==> config.mk <==
export PLATFORM = sky130hd
export DESIGN_NAME = cellrv32_cpu_cp_fpu_f2i_issue
export DESIGN_NICKNAME = d
export VERILOG_FILES = /design/src/rtl/cellrv32_cpu_cp_fpu_f2i_issue_pkg.sv /design/src/rtl/cellrv32_cpu_cp_fpu_f2i_issue.sv
export SDC_FILE = /design/constraint.sdc
export NUM_CORES = 1
export LEC_CHECK = 0
export ABC_AREA = 1
export CELL_PAD_IN_SITES_DETAIL_PLACEMENT = 1
export CELL_PAD_IN_SITES_GLOBAL_PLACEMENT = 2
export CORE_UTILIZATION = 25
export CTS_CLUSTER_DIAMETER = 100
export CTS_CLUSTER_SIZE = 8
export DETAILED_ROUTE_END_ITERATION = 7
export PLACE_DENSITY = 0.86
export SKIP_CTS_REPAIR_TIMING = 1
export SYNTH_ARGS = -nofsm -noshare
export SYNTH_HDL_FRONTEND = slang
export SYNTH_SLANG_ARGS = --single-unit
==> constraint.sdc <==
create_clock -name clk_i -period 2.14 [get_ports clk_i]
set_input_delay 0.428 -clock clk_i [delete_from_list [all_inputs] [get_ports clk_i]]
set_output_delay 0.428 -clock clk_i [all_outputs]
set_load 0.01 [all_outputs]
==> src/rtl/cellrv32_cpu_cp_fpu_f2i_issue_pkg.sv <==
// Shared FPU constants: fclass bit indices, fflags bit indices, rounding modes, operand classifier.
// Latency: n/a (declarations and a pure combinational helper function).
// Backpressure: n/a.
package cellrv32_cpu_cp_fpu_f2i_issue_pkg;

    // fclass one-hot bit positions (RISC-V FCLASS order)
    localparam int fp_class_neg_inf_c    = 0;
    localparam int fp_class_neg_norm_c   = 1;
    localparam int fp_class_neg_denorm_c = 2;
    localparam int fp_class_neg_zero_c   = 3;
    localparam int fp_class_pos_zero_c   = 4;
    localparam int fp_class_pos_denorm_c = 5;
    localparam int fp_class_pos_norm_c   = 6;
    localparam int fp_class_pos_inf_c    = 7;
    localparam int fp_class_snan_c       = 8;
    localparam int fp_class_qnan_c       = 9;

    // fflags bit positions
    localparam int fp_exc_nx_c = 0;
    localparam int fp_exc_uf_c = 1;
    localparam int fp_exc_of_c = 2;
    localparam int fp_exc_dz_c = 3;
    localparam int fp_exc_nv_c = 4;

    // rounding modes
    localparam logic [2:0] rm_rne_c = 3'b000;
    localparam logic [2:0] rm_rtz_c = 3'b001;
    localparam logic [2:0] rm_rdn_c = 3'b010;
    localparam logic [2:0] rm_rup_c = 3'b011;
    localparam logic [2:0] rm_rmm_c = 3'b100;
    localparam logic [2:0] rm_dyn_c = 3'b111;

    typedef enum logic [2:0] {
        S_IDLE,
        S_CLASSIFY,
        S_ISSUE,
        S_WAIT,
        S_DONE
    } f2i_state_t;

    // One-hot class of an IEEE-754 single; shared with the i2f and fclass paths.
    function automatic logic [9:0] fp_classify(input logic [31:0] x);
        logic [9:0] c;
        c = '0;
        if (x[30:23] == 8'hFF) begin
            if (x[22:0] != 23'd0) begin
                if (x[22]) c[fp_class_qnan_c] = 1'b1;
                else       c[fp_class_snan_c] = 1'b1;
            end else begin
                c[x[31] ? fp_class_neg_inf_c : fp_class_pos_inf_c] = 1'b1;
            end
        end else if (x[30:23] == 8'h00) begin
            if (x[22:0] == 23'd0) c[x[31] ? fp_class_neg_zero_c   : fp_class_pos_zero_c]   = 1'b1;
            else                  c[x[31] ? fp_class_neg_denorm_c : fp_class_pos_denorm_c] = 1'b1;
        end else begin
            c[x[31] ? fp_class_neg_norm_c : fp_class_pos_norm_c] = 1'b1;
        end
        return c;
    endfunction

endpackage

==> src/rtl/cellrv32_cpu_cp_fpu_f2i_issue.sv <==
// Issue/retire wrapper for FCVT.W(U).S: latch+classify operand, launch converter, remap flags to fflags.
// Latency: start -> converter launch 2 cycles; converter done -> done_o 1 cycle; bad rm -> done_o 2 cycles.
// Backpressure: none; start_i is dropped while busy_o=1, flush_i aborts silently, watchdog bounds the wait.
module cellrv32_cpu_cp_fpu_f2i_issue
    import cellrv32_cpu_cp_fpu_f2i_issue_pkg::*;
#(
    parameter int TIMEOUT = 64
) (
    input  logic        clk_i,
    input  logic        rstn_i,
    input  logic        start_i,
    input  logic        flush_i,
    input  logic [31:0] rs1_i,
    input  logic        funct_i,
    input  logic [2:0]  instr_rm_i,
    input  logic [2:0]  csr_frm_i,
    output logic        f2i_start_o,
    output logic [2:0]  f2i_rmode_o,
    output logic        f2i_funct_o,
    output logic        f2i_sign_o,
    output logic [7:0]  f2i_exponent_o,
    output logic [22:0] f2i_mantissa_o,
    output logic [9:0]  f2i_class_o,
    input  logic [31:0] f2i_result_i,
    input  logic [4:0]  f2i_flags_i,
    input  logic        f2i_done_i,
    output logic [31:0] result_o,
    output logic [4:0]  fflags_o,
    output logic        done_o,
    output logic        illegal_o,
    output logic        busy_o
);

    localparam int               CNT_W    = $clog2(TIMEOUT + 1);
    localparam logic [CNT_W-1:0] CNT_LAST = CNT_W'(TIMEOUT - 1);

    f2i_state_t       state_q, state_d;
    logic [31:0]      op_q;
    logic             funct_q;
    logic [2:0]       rm_q;
    logic [9:0]       class_q;
    logic [31:0]      res_q;
    logic [4:0]       flags_q;
    logic             illegal_q;
    logic [CNT_W-1:0] cnt_q;

    logic             rm_bad;
    logic             timeout;
    logic [4:0]       flags_remap;
    logic             unused_flags;

    // 101/110/111 are reserved once the dynamic mode has been resolved
    assign rm_bad       = rm_q[2] & (rm_q[1] | rm_q[0]);
    assign timeout      = (cnt_q == CNT_LAST);
    // divide-by-zero can never come out of a conversion
    assign unused_flags = f2i_flags_i[fp_exc_dz_c];

    // Fold converter flags into fflags: overflow becomes invalid, underflow on a nonzero input is inexact
    always_comb begin
        logic nv;
        flags_remap = '0;
        nv = f2i_flags_i[fp_exc_nv_c] | f2i_flags_i[fp_exc_of_c];
        flags_remap[fp_exc_nv_c] = nv;
        flags_remap[fp_exc_nx_c] = ~nv & (f2i_flags_i[fp_exc_nx_c] |
                                          (f2i_flags_i[fp_exc_uf_c] &
                                           ~(class_q[fp_class_neg_zero_c] | class_q[fp_class_pos_zero_c])));
    end

    // Next-state logic; flush overrides everything including a converter done in the same cycle
    always_comb begin
        state_d = state_q;
        if (flush_i) begin
            state_d = S_IDLE;
        end else begin
            case (state_q)
                S_IDLE:     if (start_i) state_d = S_CLASSIFY;
                S_CLASSIFY: state_d = rm_bad ? S_DONE : S_ISSUE;
                S_ISSUE:    state_d = S_WAIT;
                S_WAIT:     if (f2i_done_i || timeout) state_d = S_DONE;
                S_DONE:     state_d = S_IDLE;
                default:    state_d = S_IDLE;
            endcase
        end
    end

    // State register
    always_ff @(posedge clk_i or negedge rstn_i) begin
        if (!rstn_i) state_q <= S_IDLE;
        else         state_q <= state_d;
    end

    // Operand capture, classification, watchdog and result capture
    always_ff @(posedge clk_i or negedge rstn_i) begin
        if (!rstn_i) begin
            op_q      <= '0;
            funct_q   <= 1'b0;
            rm_q      <= '0;
            class_q   <= '0;
            res_q     <= '0;
            flags_q   <= '0;
            illegal_q <= 1'b0;
            cnt_q     <= '0;
        end else begin
            case (state_q)
                S_IDLE: begin
                    if (start_i && !flush_i) begin
                        op_q    <= rs1_i;
                        funct_q <= funct_i;
                        rm_q    <= (instr_rm_i == rm_dyn_c) ? csr_frm_i : instr_rm_i;
                    end
                end
                S_CLASSIFY: begin
                    class_q   <= fp_classify(op_q);
                    illegal_q <= rm_bad;
                    res_q     <= '0;
                    flags_q   <= '0;
                end
                S_ISSUE: cnt_q <= '0;
                S_WAIT: begin
                    cnt_q <= cnt_q + 1'b1;
                    if (f2i_done_i) begin
                        res_q   <= f2i_result_i;
                        flags_q <= flags_remap;
                    end else if (timeout) begin
                        res_q                <= '0;
                        flags_q              <= '0;
                        flags_q[fp_exc_nv_c] <= 1'b1;
                    end
                end
                default: ;
            endcase
        end
    end

    // Converter operands come straight from the capture registers so they stay stable through rounding
    assign f2i_start_o    = (state_q == S_ISSUE);
    assign f2i_rmode_o    = rm_q;
    assign f2i_funct_o    = funct_q;
    assign f2i_sign_o     = op_q[31];
    assign f2i_exponent_o = op_q[30:23];
    assign f2i_mantissa_o = op_q[22:0];
    assign f2i_class_o    = class_q;

    assign done_o    = (state_q == S_DONE);
    assign result_o  = done_o ? res_q   : '0;
    assign fflags_o  = done_o ? flags_q : '0;
    assign illegal_o = done_o & illegal_q;
    assign busy_o    = (state_q != S_IDLE);

endmodule

==> impl_metrics.py <==
metrics = {
    "synthesis": {
        "synth_mux_area_share_pct": 0,
        "synth_top_area_share_pct": 53.1,
        "synth_flop_cell": "dfrtp_1",
        "syn-cell-area_um2": 4290,
        "ys_seq_area_share_pct": 53.1,
        "async_flop_share_pct": 100,
        "synth_edf_count": 0,
        "synthCells": 505,
        "synth.distinct_cells": 31,
        "synth_xor_area_share_pct": 0.204,
        "synth-simple-area-share_pct": 25.1,
        "synth-compound-area-share_pct": 10.8,
        "synth_top_cell_by_area": "dfrtp_1",
        "syn_avg_cell_area_um2": 8.50,
        "synthAdderAreaFrac_pct": 0.292,
        "yosys_warnings": 0,
        "synth_top_family_by_area": "simple AND/OR/NAND/NOR gates",
        "ys_top_cells_by_area": "dfrtp_1 53%, nand2_1 14%, o21ai_2 5.9%",
        "ys_ff_latch": 91,
    },
    "routing": {
        "dr.pass1.iters": 4,
        "via_per_inst": 4.25,
        "wl_per_cell_um": 13.9,
        "vias": 3822,
        "remaining_drc_errors": 0,
        "drtIter0Drc": 85,
        "postRouteAntennaNets": 0,
        "wl_mm": 12.5,
    },
    "timing": {
        "max_freq_ghz": 0.486,
        "period_share_pct": 96.1,
        "hold_viol_final": 0,
        "period_needed_ns": 2.06,
        "finalClockSkew_ns": 0.00945,
        "setup_viol": 0,
        "tns_ns": 0,
        "finalMaxSlewViolations": 0,
        "rsz0062_at_grt": "false",
        "setup_slack_ns": 0.0827,
    },
    "die": {
        "die_area_um2": 17700,
        "num_rows": 47,
        "fp.dieW_um": 133,
        "io_pins": 168,
        "coreArea_um2": 16600,
        "initial_utilization_pct": 25.8,
        "die_h_um": 133,
    },
    "clock_tree": {
        "cts_inserted_buffers": 9,
        "root_buffer": "clkbuf_16",
        "clk_pin_slew_ns": 0.06,
        "worstSkewPairLatency_ns": 0.34,
        "cts_buffer_depth": 2,
        "cts_tree": "yes",
        "h-tree-depth": 3,
        "cts.sinks": 91,
    },
    "finish": {
        "final_nets": 757,
        "final_cell_mix": "162 x nand2_1, 126 x clkdlybuf4s50_1, 91 x dfrtp_1",
        "regArea_um2": 2280,
        "drive_above_1_share_pct": 11.2,
        "area_growth_syn_to_layout_pct": 53.3,
        "final_common_cell": "nand2_1",
        "multi_input_area_um2": 1590,
        "diodes": 0,
        "design_area_um2": 6580,
        "fill_cells": 1926,
        "instances_no_fill": 899,
    },
    "grt": {
        "grt_pass1_wl_mm": 20.6,
        "grt_overflow": 0,
        "antenna_found_initial": 0,
        "grt_pass1_vias": 4158,
        "grt.total_usage_pct": 14.7,
        "grt_max_degree": 42,
    },
    "min_path": {
        "min_path_type": "in2async",
    },
    "place": {
        "dp_slack_ns": 0.00232,
        "placedInstanceArea_um2": 6170,
        "io_buffers": 163,
        "hpwl_mm": 9.66,
        "dp_cells": 883,
        "place.gp.congestion": 0.742,
    },
    "power_and_ir_drop": {
        "power.total_mw": 6.82,
        "power_leakage_nw": 3.56,
        "power_density_nw_per_um2": 1040,
        "ir_drop_mv": 0.478,
    },
    "worst_setup_path": {
        "path_class": "reg2out",
        "start_kind": "flip-flop",
        "crit_path_end_kind": "output pin",
        "crit_path_max_fanout": 4,
        "worstPathArrival_ns": 1.63,
        "critPathRequiredTime_ns": 1.71,
    },
    "run": {
        "cap_violations": 0,
    },
    "status": {
        "status": "complete, no violations",
    },
}
## where the power goes
| part | total [mW] | internal (mW) | switching, mW |
|---|---|---|---|
| Sequential | 2.61 | 2.25 | 0.368 |
| Clock | 1.60 | 0.938 | 0.660 |
| Combinational | 2.61 | 1.26 | 1.34 |
| Total | 6.82 | 4.45 | 2.37 |
## synth_stat cells, drive strengths merged, types with 2 or more instances
cell   count
nand3     13
nor2      69
inv       65
o21ai     62
buf       19
dfrtp     91
a21oi      3
nand4      2
nand2    168
nor3       3
nor3b      2
## path summary, 6_finish.rpt
check                                 start     endpoint  slack, ns  depth (start not counted)
worst min register to register  f2i_funct_o  f2i_funct_o       0.48                          2
worst max-delay path             state_q[0]       busy_o       0.08                          4
worst min-delay path                 rstn_i     op_q[29]       0.02                          1
min in group clk_i              f2i_funct_o  f2i_funct_o       0.48                          2
worst max register to register     cnt_q[0]    res_q[19]       0.36                          9
max in group asynchronous            rstn_i     res_q[3]       1.36                          2
## per-stage QoR
stage                     hold WS, ns  utilization, %
after floorplan                 0.132               -
after global placement          0.392            37.1
after detailed placement        0.395            37.1
after CTS                      0.0226            38.8
after global routing           0.0336            39.5
final                          0.0183            39.5
## area by class of cell
cell class / count / area share [%]
Clock inverter: 3 / 0.723
Inverter: 65 / 3.82
Timing Repair Buffer: 177 / 28.7
Multi-Input combinational cell: 331 / 24.2
Clock buffer: 12 / 3.75
Tap cell: 220 / 4.19
Sequential cell: 91 / 34.6
## state kept, by name (all words and copies together) (netlist names)
name         flops
cnt_q            7
res_q           32
flags_q          2
f2i_rmode_o      3
op_q            32
f2i_funct_o      1
f2i_class_o     10
state_q          3
illegal_q        1
## routing by layer
layer  vias up  global-route usage [%]  wire, µm  part of all wire, %
met3        10                    4.41       932                  7.5
met4         0                    5.17       158                  1.3
met2       121                    25.4      6110                   49
met1      1810                    17.3      5250                   42
met5         -                       0         0                    0
li1       1881                       -         -                    -
## critical path, cell delays in order (launching register included)
cell,delay (ns)
dfrtp_1,0.41
buf_4,0.16
inv_2,0.13
nand2_2,0.10
clkdlybuf4s50_1,0.49
## cell families (layout without fill, tap and decap cells)
logic type      Yosys count  after routing
buf+inv                  85            257
compound gates           69             69
other cells               1              3
fa+ha+maj                 1              1
xor+xnor                  1              1
flops                    91             91
simple gates            257            257
(Power assumes the default switching activity.)
